--- src/rtl/lcd_timing_gen.sv ---
// -----------------------------------------------------------------------------
// lcd_timing_gen
//
// Panel timing generator that sits after the LCD ID reader. After reset it
// waits ID_SETTLE cycles so the strapped panel ID can settle. It then latches
// lcd_id[2:0] once and selects a fixed timing set. From then on it produces
// HS/VS/DE, the pixel request and coordinate stream toward the frame source,
// and the gated RGB output.
//
// The RGB output enable stays low until the ID is latched. This keeps the ID
// straps on the shared RGB pins readable while the ID is being sampled.
//
// Parameters
//   ID_SETTLE   cycles spent in WAIT before the ID is sampled (>= 2)
//
// Ports
//   clk          in   pixel clock
//   rst_n        in   asynchronous active-low reset
//   lcd_id       in   panel ID code, only bits [2:0] are decoded
//   pixel_data   in   RGB888 pixel, valid one cycle after its data_req
//   data_req     out  pixel request to the frame source
//   pixel_xpos   out  column of the requested pixel (0 when data_req low)
//   pixel_ypos   out  row of the requested pixel (0 when data_req low)
//   h_disp       out  latched active width (0 before latch)
//   v_disp       out  latched active height (0 before latch)
//   frame_start  out  one-cycle pulse at h_cnt = 0, v_cnt = 0 in RUN
//   lcd_hs       out  horizontal sync, active low
//   lcd_vs       out  vertical sync, active low
//   lcd_de       out  data enable
//   lcd_rgb_o    out  RGB output, 0 when lcd_de is low
//   lcd_rgb_oe   out  RGB bus output enable
//   lcd_bl       out  backlight enable
//   lcd_rst      out  panel reset, active low
// -----------------------------------------------------------------------------
module lcd_timing_gen #(
  parameter int unsigned ID_SETTLE = 4
) (
  input  logic        clk,
  input  logic        rst_n,
  input  logic [15:0] lcd_id,
  input  logic [23:0] pixel_data,
  output logic        data_req,
  output logic [10:0] pixel_xpos,
  output logic [10:0] pixel_ypos,
  output logic [10:0] h_disp,
  output logic [10:0] v_disp,
  output logic        frame_start,
  output logic        lcd_hs,
  output logic        lcd_vs,
  output logic        lcd_de,
  output logic [23:0] lcd_rgb_o,
  output logic        lcd_rgb_oe,
  output logic        lcd_bl,
  output logic        lcd_rst
);

  // ---------------------------------------------------------------------------
  // Types
  // ---------------------------------------------------------------------------
  typedef enum logic [1:0] {
    ST_WAIT  = 2'd0,
    ST_LATCH = 2'd1,
    ST_RUN   = 2'd2
  } state_t;

  // The window bounds are precomputed when the ID is latched. The per-cycle
  // logic is then only comparators; no adders sit in the output paths.
  // All "end" bounds are exclusive.
  typedef struct packed {
    logic [10:0] hsync;        // lcd_hs low while h_cnt < hsync
    logic [10:0] h_req_start;  // HS0 - 1
    logic [10:0] h_act_start;  // HS0
    logic [10:0] h_req_end;    // HS0 + HDISP - 1
    logic [10:0] h_act_end;    // HS0 + HDISP
    logic [10:0] h_last;       // HTOTAL - 1
    logic [10:0] vsync;        // lcd_vs low while v_cnt < vsync
    logic [10:0] v_act_start;  // VS0
    logic [10:0] v_act_end;    // VS0 + VDISP
    logic [10:0] v_last;       // VTOTAL - 1
    logic [10:0] hdisp;
    logic [10:0] vdisp;
  } timing_t;

  // Settle counter is sized for the values 0 .. ID_SETTLE-1.
  localparam int unsigned SETTLE_W = (ID_SETTLE > 2) ? $clog2(ID_SETTLE) : 1;
  localparam logic [SETTLE_W-1:0] SETTLE_LAST = SETTLE_W'(ID_SETTLE - 1);

  // ---------------------------------------------------------------------------
  // Timing table. Codes 3, 6 and 7 fall back to the code 0 set.
  // ---------------------------------------------------------------------------
  function automatic timing_t timing_lookup(input logic [2:0] code);
    logic [10:0] hs, hbp, hd, hfp;
    logic [10:0] vs, vbp, vd, vfp;
    timing_t     t;
    case (code)
      3'd1, 3'd4: begin
        hs = 11'd128; hbp = 11'd88;  hd = 11'd800;  hfp = 11'd40;
        vs = 11'd2;   vbp = 11'd33;  vd = 11'd480;  vfp = 11'd10;
      end
      3'd2: begin
        hs = 11'd20;  hbp = 11'd140; hd = 11'd1024; hfp = 11'd160;
        vs = 11'd3;   vbp = 11'd20;  vd = 11'd600;  vfp = 11'd12;
      end
      3'd5: begin
        hs = 11'd10;  hbp = 11'd80;  hd = 11'd1280; hfp = 11'd70;
        vs = 11'd3;   vbp = 11'd10;  vd = 11'd800;  vfp = 11'd10;
      end
      default: begin
        hs = 11'd41;  hbp = 11'd2;   hd = 11'd480;  hfp = 11'd2;
        vs = 11'd10;  vbp = 11'd2;   vd = 11'd272;  vfp = 11'd2;
      end
    endcase
    // HS0 >= 1 for every entry, so the "- 1" terms cannot underflow.
    t.hsync       = hs;
    t.h_act_start = hs + hbp;
    t.h_req_start = hs + hbp - 11'd1;
    t.h_act_end   = hs + hbp + hd;
    t.h_req_end   = hs + hbp + hd - 11'd1;
    t.h_last      = hs + hbp + hd + hfp - 11'd1;
    t.vsync       = vs;
    t.v_act_start = vs + vbp;
    t.v_act_end   = vs + vbp + vd;
    t.v_last      = vs + vbp + vd + vfp - 11'd1;
    t.hdisp       = hd;
    t.vdisp       = vd;
    return t;
  endfunction

  // ---------------------------------------------------------------------------
  // Signals
  // ---------------------------------------------------------------------------
  state_t                state_q;
  state_t                state_d;
  logic [SETTLE_W-1:0]   settle_cnt;
  timing_t               tim_q;
  logic [10:0]           h_cnt;
  logic [10:0]           v_cnt;
  logic                  run;
  logic                  v_act;
  logic                  unused_id_bits;

  // Only the low three ID bits select a timing set.
  assign unused_id_bits = ^lcd_id[15:3];

  // ---------------------------------------------------------------------------
  // FSM: WAIT -> LATCH -> RUN. RUN is left only through reset.
  // ---------------------------------------------------------------------------
  // NOTE: sequential state uses non-blocking assignments. Every register then
  // samples pre-edge values, whatever order the blocks happen to run in.
  always_ff @(posedge clk or negedge rst_n) begin
    if (!rst_n) begin
      state_q <= ST_WAIT;
    end else begin
      state_q <= state_d;
    end
  end

  // NOTE: state_d gets its default before the case. Every path through the
  // block then assigns it, so no latch is inferred.
  always_comb begin
    state_d = state_q;
    case (state_q)
      ST_WAIT:  if (settle_cnt == SETTLE_LAST) state_d = ST_LATCH;
      ST_LATCH: state_d = ST_RUN;
      ST_RUN:   state_d = ST_RUN;
      default:  state_d = ST_WAIT;
    endcase
  end

  // The settle counter counts 0 .. ID_SETTLE-1 in WAIT and then holds. It
  // has no further use once the FSM leaves WAIT.
  always_ff @(posedge clk or negedge rst_n) begin
    if (!rst_n) begin
      settle_cnt <= '0;
    end else if (state_q == ST_WAIT && settle_cnt != SETTLE_LAST) begin
      settle_cnt <= settle_cnt + 1'b1;
    end
  end

  // ---------------------------------------------------------------------------
  // Timing registers. lcd_id is looked at only in the LATCH cycle, so a later
  // strap change has no effect until the next reset.
  // ---------------------------------------------------------------------------
  // NOTE: the timing set is explicitly reset. h_disp/v_disp must read 0
  // before the latch, and they come straight from these registers.
  always_ff @(posedge clk or negedge rst_n) begin
    if (!rst_n) begin
      tim_q <= '0;
    end else if (state_q == ST_LATCH) begin
      tim_q <= timing_lookup(lcd_id[2:0]);
    end
  end

  // ---------------------------------------------------------------------------
  // Raster counters. They are held at 0 until RUN, so the first RUN cycle is
  // the frame origin.
  // ---------------------------------------------------------------------------
  always_ff @(posedge clk or negedge rst_n) begin
    if (!rst_n) begin
      h_cnt <= '0;
      v_cnt <= '0;
    end else if (state_q == ST_RUN) begin
      if (h_cnt == tim_q.h_last) begin
        h_cnt <= '0;
        v_cnt <= (v_cnt == tim_q.v_last) ? 11'd0 : v_cnt + 11'd1;
      end else begin
        h_cnt <= h_cnt + 11'd1;
      end
    end
  end

  // ---------------------------------------------------------------------------
  // Outputs: combinational decode of the registered counters.
  // Everything is gated by run. Outside RUN the outputs therefore hold their
  // reset values, including during reset itself, because the state register
  // clears asynchronously.
  // ---------------------------------------------------------------------------
  assign run   = (state_q == ST_RUN);
  assign v_act = run && (v_cnt >= tim_q.v_act_start) && (v_cnt < tim_q.v_act_end);

  assign lcd_hs      = !(run && (h_cnt < tim_q.hsync));
  assign lcd_vs      = !(run && (v_cnt < tim_q.vsync));
  assign lcd_de      = v_act && (h_cnt >= tim_q.h_act_start) && (h_cnt < tim_q.h_act_end);

  // The request window is the DE window moved one cycle earlier. The frame
  // source has a one-cycle latency, so its reply lands on the DE cycle.
  assign data_req    = v_act && (h_cnt >= tim_q.h_req_start) && (h_cnt < tim_q.h_req_end);
  assign pixel_xpos  = data_req ? (h_cnt - tim_q.h_req_start) : 11'd0;
  assign pixel_ypos  = data_req ? (v_cnt - tim_q.v_act_start) : 11'd0;

  assign frame_start = run && (h_cnt == 11'd0) && (v_cnt == 11'd0);
  assign lcd_rgb_o   = lcd_de ? pixel_data : 24'd0;

  assign h_disp      = tim_q.hdisp;
  assign v_disp      = tim_q.vdisp;

  assign lcd_rgb_oe  = run;
  assign lcd_bl      = run;
  assign lcd_rst     = run;

endmodule

--- config.mk ---
export PLATFORM = sky130hd
export DESIGN_NAME = lcd_timing_gen
export DESIGN_NICKNAME = d
export VERILOG_FILES = /design/src/rtl/lcd_timing_gen.sv
export SDC_FILE = /design/constraint.sdc
export NUM_CORES = 1
export LEC_CHECK = 0
export ABC_AREA = 1
export CORE_MARGIN = 3
export CORE_UTILIZATION = 60
export DETAILED_ROUTE_END_ITERATION = 10
export PLACE_DENSITY_LB_ADDON = 0.12
export SLEW_MARGIN = 20
export SYNTH_ARGS = -nofsm -noshare
export SYNTH_HDL_FRONTEND = slang
export SYNTH_SLANG_ARGS = --single-unit
--- constraint.sdc ---
create_clock -name clk -period 3.7 [get_ports clk]
set_clock_uncertainty 0.15 [all_clocks]
set_input_delay 0.74 -clock clk [delete_from_list [all_inputs] [get_ports clk]]
set_output_delay 0.74 -clock clk [all_outputs]
set_load 0.005 [all_outputs]
==> flow_metrics.tcl, run 1 <==
set metrics [dict create \
    status "complete, no violations" \
    grt_setup_unrepaired "yes" \
    cts_sinks 100 \
    die_width_um 122.5 \
    routed_wl_mm 22.84 \
    power_leakage_nw 5.977 \
    endpoint_kind "flip-flop" \
    grt_antenna_before_repair 1 \
    hold_path.class "in2async" \
    numCtsBuffers 9 \
    drtAntennaViolNets 0 \
    cts_root_buffer "clkbuf_16" \
    crit_fanout 4 \
    synthXorXnorAreaFrac 0.04719 \
    wl_per_cell_um 15.57 \
    hpwlAfterDp_mm 17.33 \
    numPortBuffers 95 \
    synth_area_leaders "dfrtp_1, ha_1, nand2_1" \
    hold_viol 0 \
    synth_compound_area_frac 0.1097 \
    cts_tree "built" \
    synthCells 1116 \
    synthAdderAreaFrac 0.1522 \
    pre_cts_slack_ns -0.7410 \
    firstDrtPassIters 5 \
    setup_viol 0 \
    whs_ns 0.2343 \
    fmax_ghz 0.2774 \
    synth.most_common_cell "nand2_1" \
    layoutNonFillerInstCount 1467 \
    synth-seq-cells 100 \
    vias 8101 \
    ys_async_sr_fraction 1.000 \
    arrival_ns 3.75 \
    grt_pass1_wl_mm 36.12 \
    place_inst 1441 \
    drc_errors 0 \
    grt_max_degree 66 \
    grtUsageTotal 0.3071 \
    synth_largest_area_cell "dfrtp_1" \
    syn_to_final_growth_pct 28.14 \
    netlist.area_leader.share 0.3074 \
    nets 1428 \
    gr-total-overflow 0 \
    worst_slew_pin_slew_ns 0.6669 \
    path_class "in2reg" \
    initial_core_util 0.6297 \
    synth-simple-area-share 0.2561 \
    clock_path_buffers 2 \
    vdd_drop_max_v 0.0002458 \
    period_needed_ns 3.605 \
    synth-main-ff-cell "dfrtp_1" \
    drive_above_1_share 0.1622 \
    clk_pin_slew_ns 0.07 \
    slew_viol_final 0 \
    num_io_pins 118 \
    slew_headroom 0.5554 \
    avgSynthCellArea_um2 7.294 \
    die_y_um 122.5 \
    place.gp.congestion 0.9641 \
    synth-seq-area-share 0.3074 \
    p_per_area_mw_per_mm2 415.5 \
    dieArea_mm2 0.01500 \
    period_share 0.9744 \
    synth_edf_count 0 \
    drtIter0Drc 705 \
    maxCapViolCount 0 \
    synth_top_family_by_area "simple AND/OR/NAND/NOR gates" \
    layout_setup_ws_ns 0.09489 \
    fin_total_pwr_mw 4.334 \
    cts_hold_buf 0 \
    ctsHtreeMaxLevel 3 \
    synth_warnings 0 \
    synth_common_cells "nand2_1, inv_1, nor2_1" \
    start_kind "primary input" \
    avgViaCountPerCell 5.522 \
    antennaDiodeCount 0 \
    synth.mux.area_fraction 0.001383 \
    syn-cell-area_mm2 0.008140 \
    clk_latency_ns 0.36 \
    synth_cell_types 50 \
    rows 41 \
    cp.required_ns 3.85 \
    core_mm2 0.01293 \
    grt_pass1_vias 7589 \
]
-- kinds of logic after synthesis --
family                   after synthesis
AND/OR/NAND/NOR                      472
multiplexers                           1
XOR/XNOR                              43
AO/OA/AOI/OAI                        165
other                                  1
flip-flops                           100
buffers and inverters                238
adder cells (fa/ha/maj)               96
-- path summary, 6_finish.rpt --
check,from,to,slack [ns],cells after the start
max,lcd_id[1],tim_q[75],0.09,27
min,rst_n,v_disp[4],0.23,1
max reg2reg,h_cnt[5],v_cnt[6],1.24,9
min reg2reg,tim_q[56],tim_q[56],0.31,2
max in group asynchronous,rst_n,v_cnt[6],2.44,2
min in group clk,tim_q[56],tim_q[56],0.31,2
-- critical path, stage by stage --
cell      delay [ns]
buf_6           0.10
buf_6           0.12
inv_12          0.05
nand3_4         0.07
nand2_4         0.08
inv_4           0.04
ha_4            0.16
nor2_4          0.11
ha_4            0.22
nand2_2         0.06
nand2_2         0.05
nand2_2         0.06
inv_2           0.05
ha_4            0.15
fa_1            0.53
inv_2           0.05
xor2_1          0.14
inv_1           0.09
ha_4            0.31
inv_2           0.03
nor2_1          0.09
nand2_1         0.07
nand3b_1        0.10
nand2_1         0.06
nand2_1         0.05
nand3_1         0.07
nand2_1         0.11
-- power breakdown --
part / internal, mW / switching (mW)
combinational: 0.883 / 1.09
sequential: 1.27 / 0.161
clock: 0.467 / 0.458
total: 2.62 / 1.71
-- metal layers --
layer,part of all wire,track usage,routed length [um]
met3,0.085,0.05115,1952
met5,0.00039,0,9
met2,0.47,0.5050,10710
met1,0.42,0.4071,9641
met4,0.023,0.1197,527
-- cell type report --
type                       count  area [um2]
clock buffer                   9       225.2
clock inverter                 7       60.06
fill                         895        2496
inverter                     186       715.7
multi-input combinational    788        4880
sequential                   100        2510
tap                          172       215.2
timing repair buffer         205        1826
-- per-stage QoR --
step	utilization	instance area [um2]	TNS (ns)
after detailed placement	0.7630	9863	-11.01
after global routing	0.8069	10430	-0.08887
after floorplan	-	8274	-0.2624
after CTS	0.7933	10250	-0.8449
after global placement	0.7630	9863	-8.420
final	0.8069	10430	0
-- what timing repair did --
action                                  in CTS  in global routing
endpoints found under the setup margin      63                 42
pin swaps                                    8                 16
setup buffers                                7                  3
cloned                                       0                  0
gates resized for setup                     57                 55
-- registers in the layout, summed over array words and instances, names as in the netlist --
register    count
v_disp          4
state_q         2
h_disp          1
v_cnt          11
settle_cnt      2
h_cnt          11
tim_q          69
-- cells in the final DEF, fill, tap and decap left out, drive strengths merged, types with 2 or more instances in the layout --
cell type and n:
clkbuf 10, clkdlybuf4s50 43, or2 7, nand2 214, inv 187, dlymetal6s2s 25, nor3b 2, dlygate4sd2 23
a31oi 5, xor2 29, nand4 19, xnor2 14, a21oi 51, o21ai 86, nor4 14, dfrtp 100
nand3b 7, a21o 2, nand3 69, o21bai 4, o211ai 2, ha 91, o22ai 2, clkinv 6
conb 11, a22oi 2, a211oi 6, o21a 2, nor3 15, fa 5, nor2 123, buf 113
No activity file was read; power rests on OpenSTA's default activity.
==> run 2: changes to the inputs <==
--- a/config.mk
+++ b/config.mk
@@ -10,6 +10,7 @@
 export CORE_UTILIZATION = 60
 export DETAILED_ROUTE_END_ITERATION = 10
 export PLACE_DENSITY_LB_ADDON = 0.12
+export REMOVE_ABC_BUFFERS = 1
 export SLEW_MARGIN = 20
 export SYNTH_ARGS = -nofsm -noshare
 export SYNTH_HDL_FRONTEND = slang
==> constraint.sdc (replaced) <==
create_clock -name clk -period 4.5 [get_ports clk]
set_clock_uncertainty 0.15 [all_clocks]
set_input_delay 0.9 -clock clk [delete_from_list [all_inputs] [get_ports clk]]
set_output_delay 0.9 -clock clk [all_outputs]
set_load 0.005 [all_outputs]
==> flow_metrics.tcl, run 2 (synthesis results as in run 1) <==
set metrics [dict create \
    clk_latency_ns 0.36 \
    drtAntennaViolNets 0 \
    postCtsSetupBuffers 0 \
    place_inst 1397 \
    regMostFlops "tim_q" \
    hold_viol 0 \
    multi_input_area_mm2 0.004656 \
    crit_buf_inv 2 \
    numPortBuffers 95 \
    power_frac_seq 0.334 \
    hpwlAfterDp_mm 16.04 \
    grt_max_degree 66 \
    p_int_mw 2.206 \
    avgViaCountPerCell 5.362 \
    grt_antenna_before_repair 0 \
    die_y_um 122.5 \
    vdd_drop_max_v 0.0001770 \
    slew_viol_final 0 \
    gr-total-overflow 0 \
    arrival_ns 3.16 \
    cts_root_buffer "clkbuf_16" \
    r2r_start "h_cnt[3]" \
    tns_ns 0 \
    worst_slew_pin_slew_ns 0.6848 \
    cpPeakStageDelay_ns 0.53 \
    p_switching_mw 1.324 \
    register_area_mm2 0.002502 \
    grt_pass1_vias 7088 \
    die_width_um 122.5 \
    drive_above_1_share 0.08622 \
    wl_per_cell_um 14.76 \
    start_kind "flip-flop" \
    period_share 0.9349 \
    fin_total_pwr_mw 3.531 \
    fmax_ghz 0.2377 \
    dieArea_mm2 0.01500 \
    hold_path_end "tim_q[56]" \
    power_leakage_nw 5.176 \
    largest_register_ff_count 69 \
    clock_path_buffers 2 \
    period_needed_ns 4.207 \
    layoutNonFillerInstCount 1413 \
    ctsHtreeMaxLevel 3 \
    crit_fanout 25 \
    slew_headroom 0.5434 \
    crit_family "simple AND/OR/NAND/NOR gates" \
    regToRegSetupSlack_ns 1.93 \
    core_mm2 0.01293 \
    top_regs "tim_q (69), h_cnt (11), v_cnt (11)" \
    p_per_area_mw_per_mm2 361.0 \
    hp-start "tim_q[56]" \
    firstDrtPassIters 5 \
    ff2ff_path_depth 10 \
    drtIter0Drc 442 \
    antennaDiodeCount 0 \
    cts_tree "built" \
    critPathSlowestCell "clkdlybuf4s50_1" \
    drc_errors 0 \
    worst_path_most_repeated_cell "nand2_1" \
    nets 1374 \
    path_depth 11 \
    fillers 1015 \
    maxCapViolCount 0 \
    comb_power_share 0.421 \
    cts_sinks 100 \
    routed_wl_mm 20.85 \
    layout_common_cells "nand2_1, inv_1, nor2_1" \
    num_io_pins 118 \
    layout_commonest_cell "nand2_1" \
    vias 7577 \
    initial_core_util 0.6297 \
    worstReg2RegEnd "v_cnt[7]" \
    numCtsBuffers 9 \
    clk_pin_slew_ns 0.07 \
    grt_setup_unrepaired "no" \
    hold_path.class "reg2reg" \
    endpoint_kind "output port" \
    grt_pass1_wl_mm 33.69 \
    status "complete, no violations" \
    pwr-share-clk 0.245 \
    place.gp.congestion 0.9762 \
    setup_viol 0 \
    switching_share 0.3751 \
    cp.required_ns 3.45 \
    cp_cell_sequence "ha_1 -> nand2_1 -> nor3_2 -> nand2_1 -> o211ai_1 -> nor3_1 -> nor2_2 -> nand4_2 -> buf_4 -> nor2_1 -> clkdlybuf4s50_1" \
    rows 41 \
    whs_path_depth 2 \
    syn_to_final_growth_pct 20.17 \
    path_class "reg2out" \
    grtUsageTotal 0.2846 \
]
run 2: cell types whose count changed in the layout (fill, tap and decap cells not counted), moves of 6 or more:
cell / delta
nand2_2: -7
nand2_1: +9
nor2_1: +6
dlygate4sd2_1: -23
dlymetal6s2s_1: -22
inv_1: +7
clkdlybuf4s50_1: +48
dfrtp_2: -6
dfrtp_1: +6
ha_1: +11
buf_4: -50
ha_4: -10
run 2: metal layers:
metal	vias to the layer above	part of all wire	track usage
li1	3813	-	-
met1	3435	0.44	0.3878
met2	291	0.45	0.4620
met3	38	0.082	0.03871
met4	0	0.026	0.1106
met5	-	0	0
run 2: what timing repair did:
| item | CTS | global route |
|---|---|---|
| hold buffers | 0 | 0 |
| endpoints found under the setup margin | 0 | 9 |
| gates resized for setup | 0 | 4 |
run 2: layout make-up:
class                   count  share of cell area
well taps                 172             0.02200
repair buffers            151              0.1407
clock inverters             5            0.008314
inverters                 186             0.07137
multi-input cells         788              0.4760
clock buffers              11             0.02584
flip-flops and latches    100              0.2558
run 2: how the worst max path moves through the flow:
stage | start | endpoint | slack, ns
after floorplan | lcd_id[1] | tim_q[76] | -0.1
after global placement | lcd_id[0] | tim_q[75] | -0.21
after detailed placement | lcd_id[0] | tim_q[76] | -0.26
after CTS | lcd_id[0] | tim_q[76] | 0.07
after global routing | lcd_id[1] | tim_q[76] | 0.08
final | v_cnt[6] | lcd_rgb_o[15] | 0.29
run 2: power groups by stage:
stage | Clock (mW) | Combinational, mW | Sequential (mW)
finish | 0.866 | 1.49 | 1.18
global route | 0.911 | 1.69 | 1.19
CTS | 0.871 | 1.48 | 1.17
detailed placement | 0 | 1.45 | 1.19
global placement | 0 | 1.41 | 1.19
floorplan | 0 | 0.979 | 1.16
run 2: per-stage QoR:
| step | instance area, um2 | utilization | hold slack [ns] | setup WS (ns) |
|---|---|---|---|---|
| after global placement | 9440 | 0.7303 | 0.2822 | -0.2139 |
| after detailed placement | 9440 | 0.7303 | 0.3085 | -0.2556 |
| after CTS | 9774 | 0.7561 | 0.3246 | 0.07211 |
| after floorplan | 7854 | - | 0.2681 | -0.09765 |
| final | 9782 | 0.7567 | 0.3229 | 0.2931 |
| after global routing | 9782 | 0.7567 | 0.3523 | 0.07633 |
run 2: worst register-to-register path, cell delays in order, from the launching register on:
cell and delay, ns:
dfrtp_1 0.40, buf_4 0.18, inv_1 0.10, nand2_1 0.07, nand4_1 0.12, nor3b_1 0.35, nand3_1 0.26, nor2_4 0.41
inv_2 0.23, nand2_1 0.11, o21ai_1 0.07
==> run 3: changes to the inputs <==
--- a/config.mk
+++ b/config.mk
@@ -6,6 +6,7 @@
 export NUM_CORES = 1
 export LEC_CHECK = 0
 export ABC_AREA = 1
+export CORE_ASPECT_RATIO = 0.9
 export CORE_MARGIN = 3
 export CORE_UTILIZATION = 60
 export DETAILED_ROUTE_END_ITERATION = 10
==> flow_metrics.tcl, run 3 (synthesis results as in run 1) <==
set metrics [dict create \
    drtAntennaViolNets 0 \
    avgViaCountPerCell 5.447 \
    p_per_area_mw_per_mm2 356.2 \
    fin_util 0.7485 \
    clk_pin_slew_ns 0.07 \
    grt_pass1_vias 7059 \
    layout_commonest_cell "nand2_1" \
    setup_viol 0 \
    rows 39 \
    num_io_pins 118 \
    ff2ff_path_depth 9 \
    whs_path_depth 2 \
    period_needed_ns 4.183 \
    maxCapViolCount 0 \
    nets 1370 \
    drtIter0Drc 774 \
    hpwlAfterDp_mm 15.86 \
    r2r_start "h_cnt[3]" \
    arrival_ns 3.13 \
    cts_sinks 100 \
    layoutNonFillerInstCount 1401 \
    syn_to_final_growth_pct 19.35 \
    fmax_ghz 0.2391 \
    gr-total-overflow 0 \
    grt_antenna_before_repair 0 \
    grt_setup_unrepaired "no" \
    crit_fanout 7 \
    start_kind "flip-flop" \
    numCtsBuffers 9 \
    numPortBuffers 95 \
    cp.required_ns 3.45 \
    die_y_um 116.5 \
    dieArea_mm2 0.01500 \
    fillers 1032 \
    status "complete, no violations" \
    clock_path_buffers 2 \
    regMostFlops "tim_q" \
    whs_ns 0.3013 \
    hp-start "tim_q[56]" \
    slew_headroom 0.4697 \
    wl_per_cell_um 14.84 \
    endpoint_kind "output port" \
    hold_path_end "tim_q[56]" \
    power_leakage_nw 5.134 \
    vias 7631 \
    period_share 0.9295 \
    vdd_drop_max_v 0.0002302 \
    cts_tree "built" \
    grtUsageTotal 0.2860 \
    grt_pass1_wl_mm 34.44 \
    place.gp.congestion 0.9135 \
    busiest_layer "met2" \
    drive_above_1_share 0.08407 \
    antennaDiodeCount 0 \
    largest_register_ff_count 69 \
    worstReg2RegEnd "v_cnt[3]" \
    routed_wl_mm 20.79 \
    top_regs "tim_q (69), h_cnt (11), v_cnt (11)" \
    postCtsSetupBuffers 0 \
    gr-usage-met2 0.4655 \
    layout_common_cells "nand2_1, inv_1, nor2_1" \
    gr-usage-met3 0.04207 \
    slew_viol_final 0 \
    hold_viol 0 \
    worst_slew_pin_slew_ns 0.7955 \
    regToRegSetupSlack_ns 1.89 \
    hold_path.class "reg2reg" \
    initial_core_util 0.6271 \
    path_class "reg2out" \
    grt_max_degree 84 \
    grt_use_met1 0.3977 \
    core_mm2 0.01298 \
    ctsHtreeMaxLevel 3 \
    clk_latency_ns 0.34 \
    die_width_um 128.8 \
    firstDrtPassIters 5 \
    cts_root_buffer "clkbuf_16" \
    fin_total_pwr_mw 3.460 \
    place_inst 1385 \
    drc_errors 0 \
]
-- run 3: worst max path at each step --
| stage | start | endpoint | cells past startpoint |
|---|---|---|---|
| final | v_cnt[0] | pixel_ypos[10] | 12 |
| after floorplan | lcd_id[1] | tim_q[76] | 24 |
| after CTS | lcd_id[0] | tim_q[75] | 24 |
| after detailed placement | lcd_id[0] | tim_q[76] | 24 |
| after global placement | lcd_id[0] | tim_q[75] | 23 |
| after global routing | v_cnt[0] | pixel_ypos[10] | 12 |
-- run 3: metal layers --
| metal | wire length [um] | up-vias |
|---|---|---|
| met4 | 448 | 0 |
| met5 | 0 | - |
| li1 | - | 3812 |
| met3 | 1571 | 37 |
| met2 | 9187 | 293 |
| met1 | 9582 | 3489 |
-- run 3: power by group --
| group | internal, mW | switching, mW |
|---|---|---|
| combinational | 0.630 | 0.813 |
| clock | 0.463 | 0.355 |
| sequential | 1.04 | 0.156 |
| total | 2.14 | 1.32 |
-- run 3: repair_timing --
item | CTS | global route
hold endpoints to repair | 0 | 0
setup endpoints to repair | 0 | 11
hold buffers | 0 | 0
resized for setup | 0 | 4
-- run 3: critical path, cell delays in order, from the launching register on --
cell and delay (ns):
dfrtp_1 0.43, inv_1 0.21, ha_1 0.20, inv_1 0.08, fa_1 0.42, inv_1 0.07
o21ai_0 0.18, a21oi_1 0.26, nand3b_1 0.14, nand2_1 0.06, xor2_1 0.14, nor2_1 0.10
clkdlybuf4s50_1 0.50
-- run 3: stage by stage --
| step | TNS, ns | setup slack [ns] | cell area, um2 |
|---|---|---|---|
| 3_3_place_gp | -0.9639 | -0.2272 | 9400 |
| 4_1_cts | 0 | 0.002043 | 9712 |
| 2_1_floorplan | -0.1714 | -0.09765 | 7854 |
| 5_1_grt | 0 | 0.01336 | 9716 |
| 3_5_place_dp | -1.999 | -0.3386 | 9400 |
| 6_report | 0 | 0.3174 | 9716 |
-- run 3: area by class of cell --
class | instances | area, um2 | area share
Tap cell | 164 | 205.2 | 0.02112
Clock buffer | 11 | 252.7 | 0.02601
Inverter | 186 | 698.2 | 0.07186
Multi-Input combinational cell | 788 | 4656 | 0.4792
Clock inverter | 5 | 58.81 | 0.006053
Sequential cell | 100 | 2502 | 0.2576
Timing Repair Buffer | 147 | 1343 | 0.1382
